## src/rtl/seu_shift_chain_ctrl.sv

```systemverilog
`default_nettype none
//==============================================================================
// Module   : seu_shift_chain_ctrl
// Brief    : Fill/hold/readout sequencer for an SEU test shift chain with
//            per-run and cumulative upset counting.
//            Optional first-error index capture: SEU_SHIFT_CHAIN_CTRL_ERRLOG_EN
// Revision : 1.0 - initial release
//==============================================================================
module seu_shift_chain_ctrl #(
    parameter int LENGTH = 50,
    parameter int HOLD_W = 16,
    parameter int CNT_W  = 16,
    parameter int IDX_W  = $clog2(LENGTH)
) (
    input  logic              clk,
    input  logic              rst,
    input  logic              start,
    input  logic              continuous,
    input  logic              stop,
    input  logic [1:0]        pattern_sel,
    input  logic [HOLD_W-1:0] hold_cycles,
    output logic              sr_mode,
    output logic              sr_din,
    input  logic              sr_dout,
    output logic              busy,
    output logic              done,
    output logic [CNT_W-1:0]  run_errs,
    output logic [CNT_W-1:0]  total_errs,
    output logic [CNT_W-1:0]  run_count,
    output logic [IDX_W-1:0]  first_err_idx
);

    localparam logic [1:0]       c_idle     = 2'd0;
    localparam logic [1:0]       c_fill     = 2'd1;
    localparam logic [1:0]       c_hold     = 2'd2;
    localparam logic [1:0]       c_readout  = 2'd3;
    localparam logic [IDX_W-1:0] c_last_idx = IDX_W'(LENGTH - 1);
    localparam logic [IDX_W-1:0] c_zero_idx = '0;

    // Index is zero-extended so bit 1 exists even for a 2-bit chain.
    function automatic logic f_pattern(input logic [1:0] sel, input logic [IDX_W-1:0] idx);
        logic [IDX_W:0] w_ext;
        w_ext = {1'b0, idx};
        case (sel)
            2'b00:   f_pattern = 1'b0;
            2'b01:   f_pattern = 1'b1;
            2'b10:   f_pattern = w_ext[0];
            default: f_pattern = w_ext[1];
        endcase
    endfunction

    logic [1:0]        r_state;
    logic              r_cont;
    logic [1:0]        r_pat;
    logic [HOLD_W-1:0] r_hold;
    logic [HOLD_W-1:0] r_hold_cnt;
    logic [IDX_W-1:0]  r_idx;
    logic [CNT_W-1:0]  r_acc;
    logic              r_sr_mode;
    logic              r_sr_din;
    logic              r_busy;
    logic              r_done;
    logic [CNT_W-1:0]  r_run_errs;
    logic [CNT_W-1:0]  r_total_errs;
    logic [CNT_W-1:0]  r_run_count;

    logic              w_mismatch;
    logic              w_readout_entry;
    logic              w_readout_last;
    logic [IDX_W-1:0]  w_idx_next;
    logic [HOLD_W-1:0] w_hold_load;
    logic [CNT_W-1:0]  w_acc_final;
    logic [CNT_W:0]    w_total_sum;
    logic [CNT_W-1:0]  w_total_final;

    assign w_mismatch      = (r_state == c_readout) && (sr_dout != f_pattern(r_pat, r_idx));
    assign w_readout_entry = (r_state == c_hold) && (r_hold_cnt == '0);
    assign w_readout_last  = (r_state == c_readout) && (r_idx == c_last_idx);
    assign w_idx_next      = r_idx + IDX_W'(1);
    // A zero exposure request still spends one cycle in HOLD.
    assign w_hold_load     = (r_hold == '0) ? '0 : r_hold - HOLD_W'(1);
    assign w_acc_final     = (w_mismatch && (r_acc != '1)) ? r_acc + CNT_W'(1) : r_acc;
    assign w_total_sum     = {1'b0, r_total_errs} + {1'b0, w_acc_final};
    assign w_total_final   = w_total_sum[CNT_W] ? '1 : w_total_sum[CNT_W-1:0];

    always_ff @(posedge clk or posedge rst) begin
        if (rst) begin
            r_state      <= c_idle;
            r_cont       <= 1'b0;
            r_pat        <= 2'b00;
            r_hold       <= '0;
            r_hold_cnt   <= '0;
            r_idx        <= '0;
            r_acc        <= '0;
            r_sr_mode    <= 1'b0;
            r_sr_din     <= 1'b0;
            r_busy       <= 1'b0;
            r_done       <= 1'b0;
            r_run_errs   <= '0;
            r_total_errs <= '0;
            r_run_count  <= '0;
        end else begin
            r_done <= 1'b0;
            case (r_state)
                c_idle: begin
                    if (start) begin
                        r_state      <= c_fill;
                        r_cont       <= continuous;
                        r_pat        <= pattern_sel;
                        r_hold       <= hold_cycles;
                        r_run_errs   <= '0;
                        r_total_errs <= '0;
                        r_run_count  <= '0;
                        r_idx        <= '0;
                        r_sr_mode    <= 1'b1;
                        r_sr_din     <= f_pattern(pattern_sel, c_zero_idx);
                        r_busy       <= 1'b1;
                    end
                end
                c_fill: begin
                    if (r_idx == c_last_idx) begin
                        r_state    <= c_hold;
                        r_sr_mode  <= 1'b0;
                        r_sr_din   <= 1'b0;
                        r_hold_cnt <= w_hold_load;
                    end else begin
                        r_idx    <= w_idx_next;
                        r_sr_din <= f_pattern(r_pat, w_idx_next);
                    end
                end
                c_hold: begin
                    if (w_readout_entry) begin
                        r_state   <= c_readout;
                        r_idx     <= '0;
                        r_acc     <= '0;
                        r_sr_mode <= 1'b1;
                        r_sr_din  <= f_pattern(r_pat, c_zero_idx);
                    end else begin
                        r_hold_cnt <= r_hold_cnt - HOLD_W'(1);
                    end
                end
                c_readout: begin
                    if (w_readout_last) begin
                        r_done       <= 1'b1;
                        r_run_errs   <= w_acc_final;
                        r_total_errs <= w_total_final;
                        r_run_count  <= r_run_count + CNT_W'(1);
                        r_sr_mode    <= 1'b0;
                        r_sr_din     <= 1'b0;
                        // The readout has already refilled the chain, so loop straight to HOLD.
                        if (r_cont && !stop) begin
                            r_state    <= c_hold;
                            r_hold_cnt <= w_hold_load;
                        end else begin
                            r_state <= c_idle;
                            r_busy  <= 1'b0;
                        end
                    end else begin
                        r_acc    <= w_acc_final;
                        r_idx    <= w_idx_next;
                        r_sr_din <= f_pattern(r_pat, w_idx_next);
                    end
                end
                default: begin
                    r_state   <= c_idle;
                    r_sr_mode <= 1'b0;
                    r_sr_din  <= 1'b0;
                    r_busy    <= 1'b0;
                end
            endcase
        end
    end

`ifdef SEU_SHIFT_CHAIN_CTRL_ERRLOG_EN
    logic             r_err_found;
    logic [IDX_W-1:0] r_err_idx;
    logic [IDX_W-1:0] r_first_err_idx;
    logic [IDX_W-1:0] w_first_final;

    // The final bit's mismatch is folded in combinationally on the done edge.
    assign w_first_final = r_err_found ? r_err_idx : (w_mismatch ? r_idx : '1);

    always_ff @(posedge clk or posedge rst) begin
        if (rst) begin
            r_err_found     <= 1'b0;
            r_err_idx       <= '1;
            r_first_err_idx <= '1;
        end else begin
            if (w_readout_entry) begin
                r_err_found <= 1'b0;
                r_err_idx   <= '1;
            end else if (w_mismatch && !r_err_found) begin
                r_err_found <= 1'b1;
                r_err_idx   <= r_idx;
            end
            if (w_readout_last) begin
                r_first_err_idx <= w_first_final;
            end
        end
    end

    assign first_err_idx = r_first_err_idx;
`else
    assign first_err_idx = '1;
`endif

    assign sr_mode    = r_sr_mode;
    assign sr_din     = r_sr_din;
    assign busy       = r_busy;
    assign done       = r_done;
    assign run_errs   = r_run_errs;
    assign total_errs = r_total_errs;
    assign run_count  = r_run_count;

endmodule
`default_nettype wire

```

## config.mk

```make
export PLATFORM = sky130hd
export DESIGN_NAME = seu_shift_chain_ctrl
export DESIGN_NICKNAME = d
export VERILOG_FILES = /design/src/rtl/seu_shift_chain_ctrl.sv
export SDC_FILE = /design/constraint.sdc
export NUM_CORES = 1
export LEC_CHECK = 0
export BUFFER_PORTS_ARGS = -buffer_cell sky130_fd_sc_hd__buf_2
export CAP_MARGIN = 25
export CORE_UTILIZATION = 50
export CTS_CLUSTER_DIAMETER = 60
export DETAILED_ROUTE_END_ITERATION = 10
export GPL_ROUTABILITY_DRIVEN = 1
export PLACE_DENSITY = 0.72
export SETUP_SLACK_MARGIN = 0.15
export SYNTH_ARGS = -nofsm -noshare
export SYNTH_HDL_FRONTEND = slang
export SYNTH_SLANG_ARGS = --single-unit
```

## constraint.sdc

```tcl
create_clock -name clk -period 5.2 [get_ports clk]
set_clock_uncertainty 0.1 [all_clocks]
set_input_delay 0.52 -clock clk [delete_from_list [all_inputs] [get_ports clk]]
set_output_delay 0.52 -clock clk [all_outputs]
set_load 0.02 [all_outputs]
```

# [Word level (Yosys, flattened, before mapping)]
# Cells that the tools add are included.
[op_classes] n_eq_ne=18 add_sub_neg=6 reduce_logical=21 muxes=48
[op_table] cell="2-to-1 mux 16 bit" count=13
[op_table] cell="case mux 16 bit (2 select lines)" count=4
[op_table] cell="case mux 16 bit (3 select lines)" count=1
[op_table] cell="adder 16 x 1 -> 16 bit, second input constant" count=2
[op_table] cell="logical NOT 16 bit" count=2
[op_table] cell="subtractor 16 x 1 -> 16 bit, second input constant" count=2
[op_table] cell="2-to-1 mux 6 bit" count=4
[op_table] cell="case mux 6 bit (4 select lines)" count=1
[op_table] cell="adder 16 x 16 -> 17 bit" count=1
[op_table] cell="!= test 16 bit, second input constant" count=1
[op_table] cell="!= test 2 bit, second input constant" count=8
[op_table] cell="2-to-1 mux 1 bit" count=14
[op_table] cell="AND reduction 4 bit" count=3
[op_table] cell="2-to-1 mux 2 bit" count=5
[op_table] cell="case mux 1 bit (4 select lines)" count=2
[op_table] cell="case mux 2 bit (4 select lines)" count=1
[op_table] cell="adder 6 x 1 -> 6 bit, second input constant" count=1
[op_table] cell="equality test 2 x 1 -> 1 bit, second input constant" count=3
[op_table] cell="equality test 2 bit, second input constant" count=3
[op_table] cell="equality test 6 bit, second input constant" count=1
[op_table] cell="case mux 1 bit (3 select lines)" count=2
[op_table] cell="AND reduction 3 bit" count=2
[op_table] cell="logical AND 1 bit" count=5
[op_table] cell="AND reduction 5 bit" count=1
[op_table] cell="other kinds (8)" count=11
[word_totals] out_inout_bits=58 elab_cells=107 register_bits=111 inputBits=24

# [Logic depth before layout (Yosys ltp)]
# Gate-level depths: netlist of the first run.
[depth] depth_word=10 mapped_depth=17

# [Worst setup path before layout of the first run]
# OpenSTA, ideal clock, no wires.
[synth_path] path_kind="register -> register" from="register r_state[1]" to="register r_total_errs[14] (netlist: total_errs[14])" path_stages_with_launch=18 t_arrival_ns=3.271 setup_slack_ns=1.704 path_cell_list="dfrtp_1 > buf_2 > and2_1 > buf_4 > and3_1 > clkbuf_1 > buf_4 > nand2_1 > xnor2_1 > ha_1 > inv_1 > fa_1 > nor2b_1 > o31ai_1 > a21o_1 > or4_1 > nand3_1 > a21oi_1"
[synth_between] elab_chain_len=8 elab_cells_between_ends=14 cone_classes="1 x add/sub; 3 x eq/ne; 4 x mux; 6 x reduce/logical"
[synth_rtl] element="start: declaration" line="52" text="logic [1:0] r_state;"
[synth_rtl] element="start signal: assignment" line="88" text="r_state <= c_idle;"
[synth_rtl] element="start signal: assignment" line="107" text="r_state <= c_fill;"
[synth_rtl] element="start signal: assignment" line="122" text="r_state <= c_hold;"
[synth_rtl] element="equality test 2 bit" line="76, 78, 104"
[synth_rtl] element="logical AND 1 bit" line="76" text="assign w_mismatch = (r_state == c_readout) && (sr_dout != f_pattern(r_pat, r_idx));"
[synth_rtl] element="logical AND 1 bit" line="82" text="assign w_acc_final = (w_mismatch && (r_acc != '1)) ? r_acc + CNT_W'(1) : r_acc;"
[synth_rtl] element="2-to-1 mux 16 bit" line="82"
[synth_rtl] element="adder 16 x 16 -> 17 bit" line="83" text="assign w_total_sum = {1'b0, r_total_errs} + {1'b0, w_acc_final};"
[synth_rtl] element="2-to-1 mux 16 bit" line="84" text="assign w_total_final = w_total_sum[CNT_W] ? '1 : w_total_sum[CNT_W-1:0];"
[synth_rtl] element="2-to-1 mux 16 bit" line="143" text="if (w_readout_last) begin"
[synth_rtl] element="case mux 16 bit (2 select lines)" line="104" text="case (r_state)"
[synth_rtl] element="end signal: assignment" line="146" text="r_total_errs <= w_total_final;"
[synth_rtl] element="end: declaration" line="64" text="logic [CNT_W-1:0] r_total_errs;"
# Parallel ways exist; a longest one is shown, timed or not. The select of a mux whose other input is x is not followed.
# A chain may end at the register's enable or synchronous reset.

# [Worst setup path in the final report of the first run]
[layout_path] from="register r_state[0]" to="register r_total_errs[12] (netlist: total_errs[12])"
# Same word-level chain as after synthesis.

==> flow_metrics.tcl, run 1 <==
set metrics [dict create \
    yosys.area.top_type_share 0.413 \
    dieArea_um2 13900 \
    fill_cells 1161 \
    nNetsFinal 861 \
    synth_area_leaders "dfrtp_1 (41%), nand2_1 (6.1%), ha_1 (4.1%)" \
    dp_hpwl_mm 12.6 \
    hold_viol_final 0 \
    io_buffers 75 \
    register_area_um2 2780 \
    p_seq_frac 0.548 \
    path_clk_slew_ps 70 \
    grtUsageTotal 0.263 \
    synth_area_leader_cell "dfrtp_1" \
    ir_drop_v 0.000179 \
    synthArstFlopShare 1.00 \
    crit_buf_inv 2 \
    viasPerCell 6.09 \
    ctsHoldBuffers 0 \
    area_growth_pct 11.2 \
    power.internal_w 0.00126 \
    layout.cells.most_common "dfrtp_1" \
    finalSetupTns_ps 0 \
    cts_buffers 9 \
    finalSetupViolCount 0 \
    ys_types 71 \
    hold_path_class "primary input to async pin" \
    avgSynthCellArea_um2 8.92 \
    fin_crit_sh 0.817 \
    clkLatencyLatePin_ps 360 \
    power_leakage_nw 3.68 \
    cp.arrival_ps 4420 \
    drt_wl_total_mm 17.6 \
    slowest_stage "a211oi_1" \
    p_sw_frac 0.222 \
    tritoncts "done" \
    clock_sinks 111 \
    htreeDepth 3 \
    cts_setup_buffers 0 \
    final_area_um2 7480 \
    clkPwrFrac 0.409 \
    total_power_w 0.00162 \
    synth_cells 754 \
    start_kind "flip-flop" \
    start_util 0.522 \
    drv_slew 0 \
    slew_headroom 0.414 \
    endpoint_kind "flip-flop" \
    cap_violations 0 \
    core_area_um2 12900 \
    synth-seq-area-share 0.413 \
    grt_antenna_before_repair 0 \
    grt_max_degree 62 \
    placed_cell_area_um2 7200 \
    diodes 0 \
    vias 6027 \
    synth-edff-count 0 \
    grt-ovfl-total 0 \
    synth_flop_cell "dfrtp_1" \
    drt_pass1_iterations 5 \
    pin_count 82 \
    critPathKind "flip-flop to flip-flop" \
    crit_required_ps 5370 \
    powerDensity_nw_per_um2 217 \
    synth_area_um2 6720 \
    grt_pass1_vias 5979 \
    critPathMaxFanout 16 \
    routedWlPerCell_um 17.8 \
    cts_resized 0 \
    max_freq_mhz 235 \
    grt_pass1_wl_mm 29.3 \
    num_rows 41 \
    cp_cell_sequence "and2_1 -> and3_1 -> buf_4 -> nand2_1 -> xnor2_1 -> ha_1 -> inv_1 -> fa_1 -> nor2b_1 -> o31ai_1 -> a21o_1 -> a211oi_1 -> a21oi_1 -> o21ai_0" \
    tightest_slew_ps 870 \
    rsz0062_at_grt "false" \
    root_buffer "clkbuf_16" \
    crit_family "compound AO/OA/AOI/OAI gates" \
    final_layout_size_suffix_gt1_frac 0.156 \
    max_stage_delay_ps 700 \
    final_cell_mix "dfrtp_1 (111), nand2_1 (110), buf_2 (75)" \
    antenna_left 0 \
    die_h_um 118 \
    final.min_clock_period_ps 4250 \
    comb_power_share 0.043 \
    power_switching_w 0.000360 \
    status "finished, final reports clean" \
    cts.path.max_buffers 2 \
    drc 0 \
    ys_warn_count 0 \
    gp_congestion 0.921 \
    drtIter0Drc 515 \
    multi_input_area_um2 3700 \
    dieWidth_um 118 \
    synth_seq_cells 111 \
]
area by class of cell:
cell class,instances,share of cell area
repair buffers,82,0.0572
well taps,172,0.0288
multi-input cells,589,0.495
clock buffers,15,0.0371
inverters,21,0.0109
flip-flops and latches,111,0.371
final timing paths:
kind / start / endpoint / slack (ps) / cells after the start
hold / removal: rst / run_count[14]$_DFFE_PP0P_ / 200 / 2
setup reg to reg: r_state[0]$_DFFE_PP0P_ / total_errs[12]$_DFFE_PP0P_ / 950 / 14
hold reg to reg: busy$_DFFE_PP0P_ / busy$_DFFE_PP0P_ / 390 / 2
setup / recovery: r_state[0]$_DFFE_PP0P_ / total_errs[12]$_DFFE_PP0P_ / 950 / 14
min in group clk: hold_cycles[13] / r_hold[13]$_DFFE_PP0P_ / 250 / 3
max in group asynchronous: rst / busy$_DFFE_PP0P_ / 3640 / 3
synth_stat cells, types with 5 or more instances:
cell type,n
a211oi_1,7
a21o_1,15
a21oi_1,53
a31o_2,12
a31oi_1,14
and2_0,6
and2_1,15
and3_1,11
buf_2,8
buf_4,8
clkbuf_1,19
dfrtp_1,111
ha_1,22
inv_1,21
mux2i_1,6
nand2_1,110
nand2b_1,8
nand3_1,23
nand4_1,18
nor2_1,49
nor3_1,17
nor4_1,6
o211ai_1,5
o21ai_0,50
o31ai_1,8
or3_1,11
xnor2_1,27
xor2_1,21
kinds of logic after synthesis:
logic type	after synthesis	synth area share
AND/OR/NAND/NOR	307	0.240
AO/OA/AOI/OAI	199	0.191
multiplexers	6	0.00893
flip-flops	111	0.413
other	1	0.000558
buffers and inverters	59	0.0402
XOR/XNOR	48	0.0625
adder cells (fa/ha/maj)	23	0.0439
per-stage QoR:
step                hold WS [ps]  utilization  instances  setup WS (ps)
CTS                          224        0.581        990            998
finish                       202        0.581        990            953
floorplan                    347            -        759           1650
global route                 244        0.581        990            629
global placement             359        0.559        975           1260
detailed placement           373        0.559        975           1050
power by group through the flow:
stage	registers, W	logic [W]	clock network, W
2_1_floorplan	0.000905	0.0000454	0
3_3_place_gp	0.000903	0.0000692	0
3_5_place_dp	0.000904	0.0000710	0
4_1_cts	0.000887	0.0000715	0.000678
5_1_grt	0.000889	0.0000789	0.000713
6_report	0.000887	0.0000696	0.000663
sequential cells by signal (all words and copies together), names as in the netlist, 2 cells and up:
signal / cells
total_errs: 16
r_acc: 16
run_count: 16
r_hold: 16
r_pat: 2
r_idx: 6
run_errs: 16
r_state: 2
r_hold_cnt: 16
metal layers:
metal / share of wire / routed length, um / GRT usage / vias up
met3: 0.048 / 840 / 0.0547 / 36
met5: 0 / 0 / 0 / -
met1: 0.44 / 7790 / 0.332 / 2965
met4: 0.025 / 447 / 0.115 / 0
met2: 0.48 / 8500 / 0.436 / 217
li1: - / - / - / 2809
(Power assumes the default switching activity.)
==> run 2: changes to the inputs <==
==> constraint.sdc (replaced) <==
create_clock -name clk -period 4 [get_ports clk]
set_clock_uncertainty 0.1 [all_clocks]
set_input_delay 0.4 -clock clk [delete_from_list [all_inputs] [get_ports clk]]
set_output_delay 0.4 -clock clk [all_outputs]
set_load 0.02 [all_outputs]
==> run 2 against run 1 <==
Register-to-register slack worse by 660 ps. Power rose by 33%. Die area stayed put. Utilization up 1.3 points. Sequential cell count unchanged. Critical path depth decreased by 3. Worst setup slack got worse by 660 ps. Sequential share of layout area is 0.77 points lower. Count of clock-buffer cells in the layout fell by 2. Critical path type unchanged. Largest power group unchanged. Highest routed layer unchanged.
==> flow_metrics.tcl, run 2 (synthesis gave the netlist of run 1 again) <==
set metrics [dict create \
    die_h_um 118 \
    dieArea_um2 13900 \
    diodes 0 \
    slew_headroom 0.353 \
    viasPerCell 6.06 \
    cap_violations 0 \
    grt-ovfl-total 0 \
    cts.path.max_buffers 2 \
    timing.hold.ws_ps 138 \
    drtIter0Drc 627 \
    finalSetupViolCount 0 \
    drv_slew 0 \
    grt_max_degree 39 \
    hold_viol_final 0 \
    htreeDepth 3 \
    critPathMaxFanout 10 \
    nNetsFinal 869 \
    dp_hpwl_mm 12.5 \
    grt_pass1_wl_mm 28.6 \
    clkLatencyLatePin_ps 350 \
    grt_pass1_vias 5751 \
    num_rows 41 \
    vias 6054 \
    status "finished, final reports clean" \
    final.min_clock_period_ps 3710 \
    finalSetupTns_ps 0 \
    final_cells 999 \
    antenna_left 0 \
    start_util 0.522 \
    grtUsageTotal 0.256 \
    final_cell_mix "dfrtp_1 (109), nand2_1 (108), buf_2 (75)" \
    reg2regPathDepth 11 \
    max_freq_mhz 270 \
    grt_antenna_before_repair 0 \
    clock_sinks 111 \
    endpoint_kind "flip-flop" \
    power_leakage_nw 3.75 \
    dp_cells 980 \
    final_layout_size_suffix_gt1_frac 0.184 \
    gp_congestion 0.941 \
    drc 0 \
    hold_path_depth 3 \
    critPathKind "flip-flop to flip-flop" \
    rsz0062_at_grt "true" \
    pin_count 82 \
    core_area_um2 12900 \
    crit_required_ps 4130 \
    path_clk_slew_ps 70 \
    pre_cts_ws_ps 105 \
    io_buffers 75 \
    total_power_w 0.00215 \
    fin_crit_sh 0.926 \
    setup_ws_ps 294 \
    powerDensity_nw_per_um2 281 \
    root_buffer "clkbuf_16" \
    dieWidth_um 118 \
    r2r_setup_slack_ps 290 \
    area_growth_pct 13.7 \
    routedWlPerCell_um 17.6 \
    drt_pass1_iterations 6 \
    cp.arrival_ps 3840 \
    drt_wl_total_mm 17.6 \
    start_kind "flip-flop" \
    ir_drop_v 0.000233 \
    tritoncts "done" \
    layout.cells.most_common "dfrtp_1" \
    hold_path_class "primary input to flip-flop" \
    tightest_slew_ps 961 \
    cts_buffers 9 \
]
run 2: cell types whose count changed in the layout (fill, tap and decap cells not counted), sizes merged:
cell / delta
buf: +7
dlygate4sd3: +1
clkinv: +1
clkbuf: -2
bufinv: +1
clkinvlp: +1
run 2: worst max-delay path, cell delays in order (launching register included):
cell	delay [ps]
dfrtp_1	440
and4_2	270
and4_1	250
nand2_2	190
nor4b_4	330
xor2_1	290
ha_1	370
a21o_1	250
a21o_1	180
a211oi_1	400
a211oi_2	210
a211o_1	300
run 2: final cells by class:
class / count / area [um^2]
clock buffers: 13 / 250
clock inverters: 3 / 42.5
fillers: 1152 / 5230
inverters: 21 / 81.3
multi-input cells: 589 / 3780
flip-flops and latches: 111 / 2780
well taps: 172 / 215
repair buffers: 90 / 490
run 2: stage by stage:
stage | area (um^2) | util
3_3_place_gp | 7240 | 0.562
2_1_floorplan | 6740 | -
4_1_cts | 7550 | 0.586
5_1_grt | 7640 | 0.594
6_report | 7640 | 0.594
3_5_place_dp | 7240 | 0.562
run 2: repair_timing:
| item | in CTS | in global routing |
|---|---|---|
| hold endpoints to repair | 35 | 0 |
| hold buffers | 1 | 0 |
| resized for setup | 2 | 19 |
| setup buffers | 0 | 2 |
| endpoints found under the setup margin | 8 | 16 |
run 2: power breakdown:
part / internal (W) / switching [W] / total [W]
Clock: 0.000503 / 0.000399 / 0.000902
Sequential: 0.00114 / 0.0000173 / 0.00115
Combinational: 0.0000321 / 0.0000598 / 0.0000919
Total: 0.00167 / 0.000476 / 0.00215
run 2: routing by layer:
metal / up-vias / GRT usage / share of wire
met1: 2933 / 0.334 / 0.44
met3: 41 / 0.0514 / 0.054
met2: 243 / 0.427 / 0.49
met5: - / 0 / 0
met4: 0 / 0.0801 / 0.019
li1: 2837 / - / -
run 2: worst paths after layout:
kind,start,to
max,r_acc[3]$_DFFE_PP0P_,total_errs[10]$_DFFE_PP0P_
min,hold_cycles[15],r_hold[15]$_DFFE_PP0P_
max reg2reg,r_acc[3]$_DFFE_PP0P_,total_errs[10]$_DFFE_PP0P_
min reg2reg,r_cont$_DFFE_PP0P_,r_cont$_DFFE_PP0P_
max in group asynchronous,rst,r_acc[2]$_DFFE_PP0P_
min in group asynchronous,rst,r_hold[2]$_DFFE_PP0P_
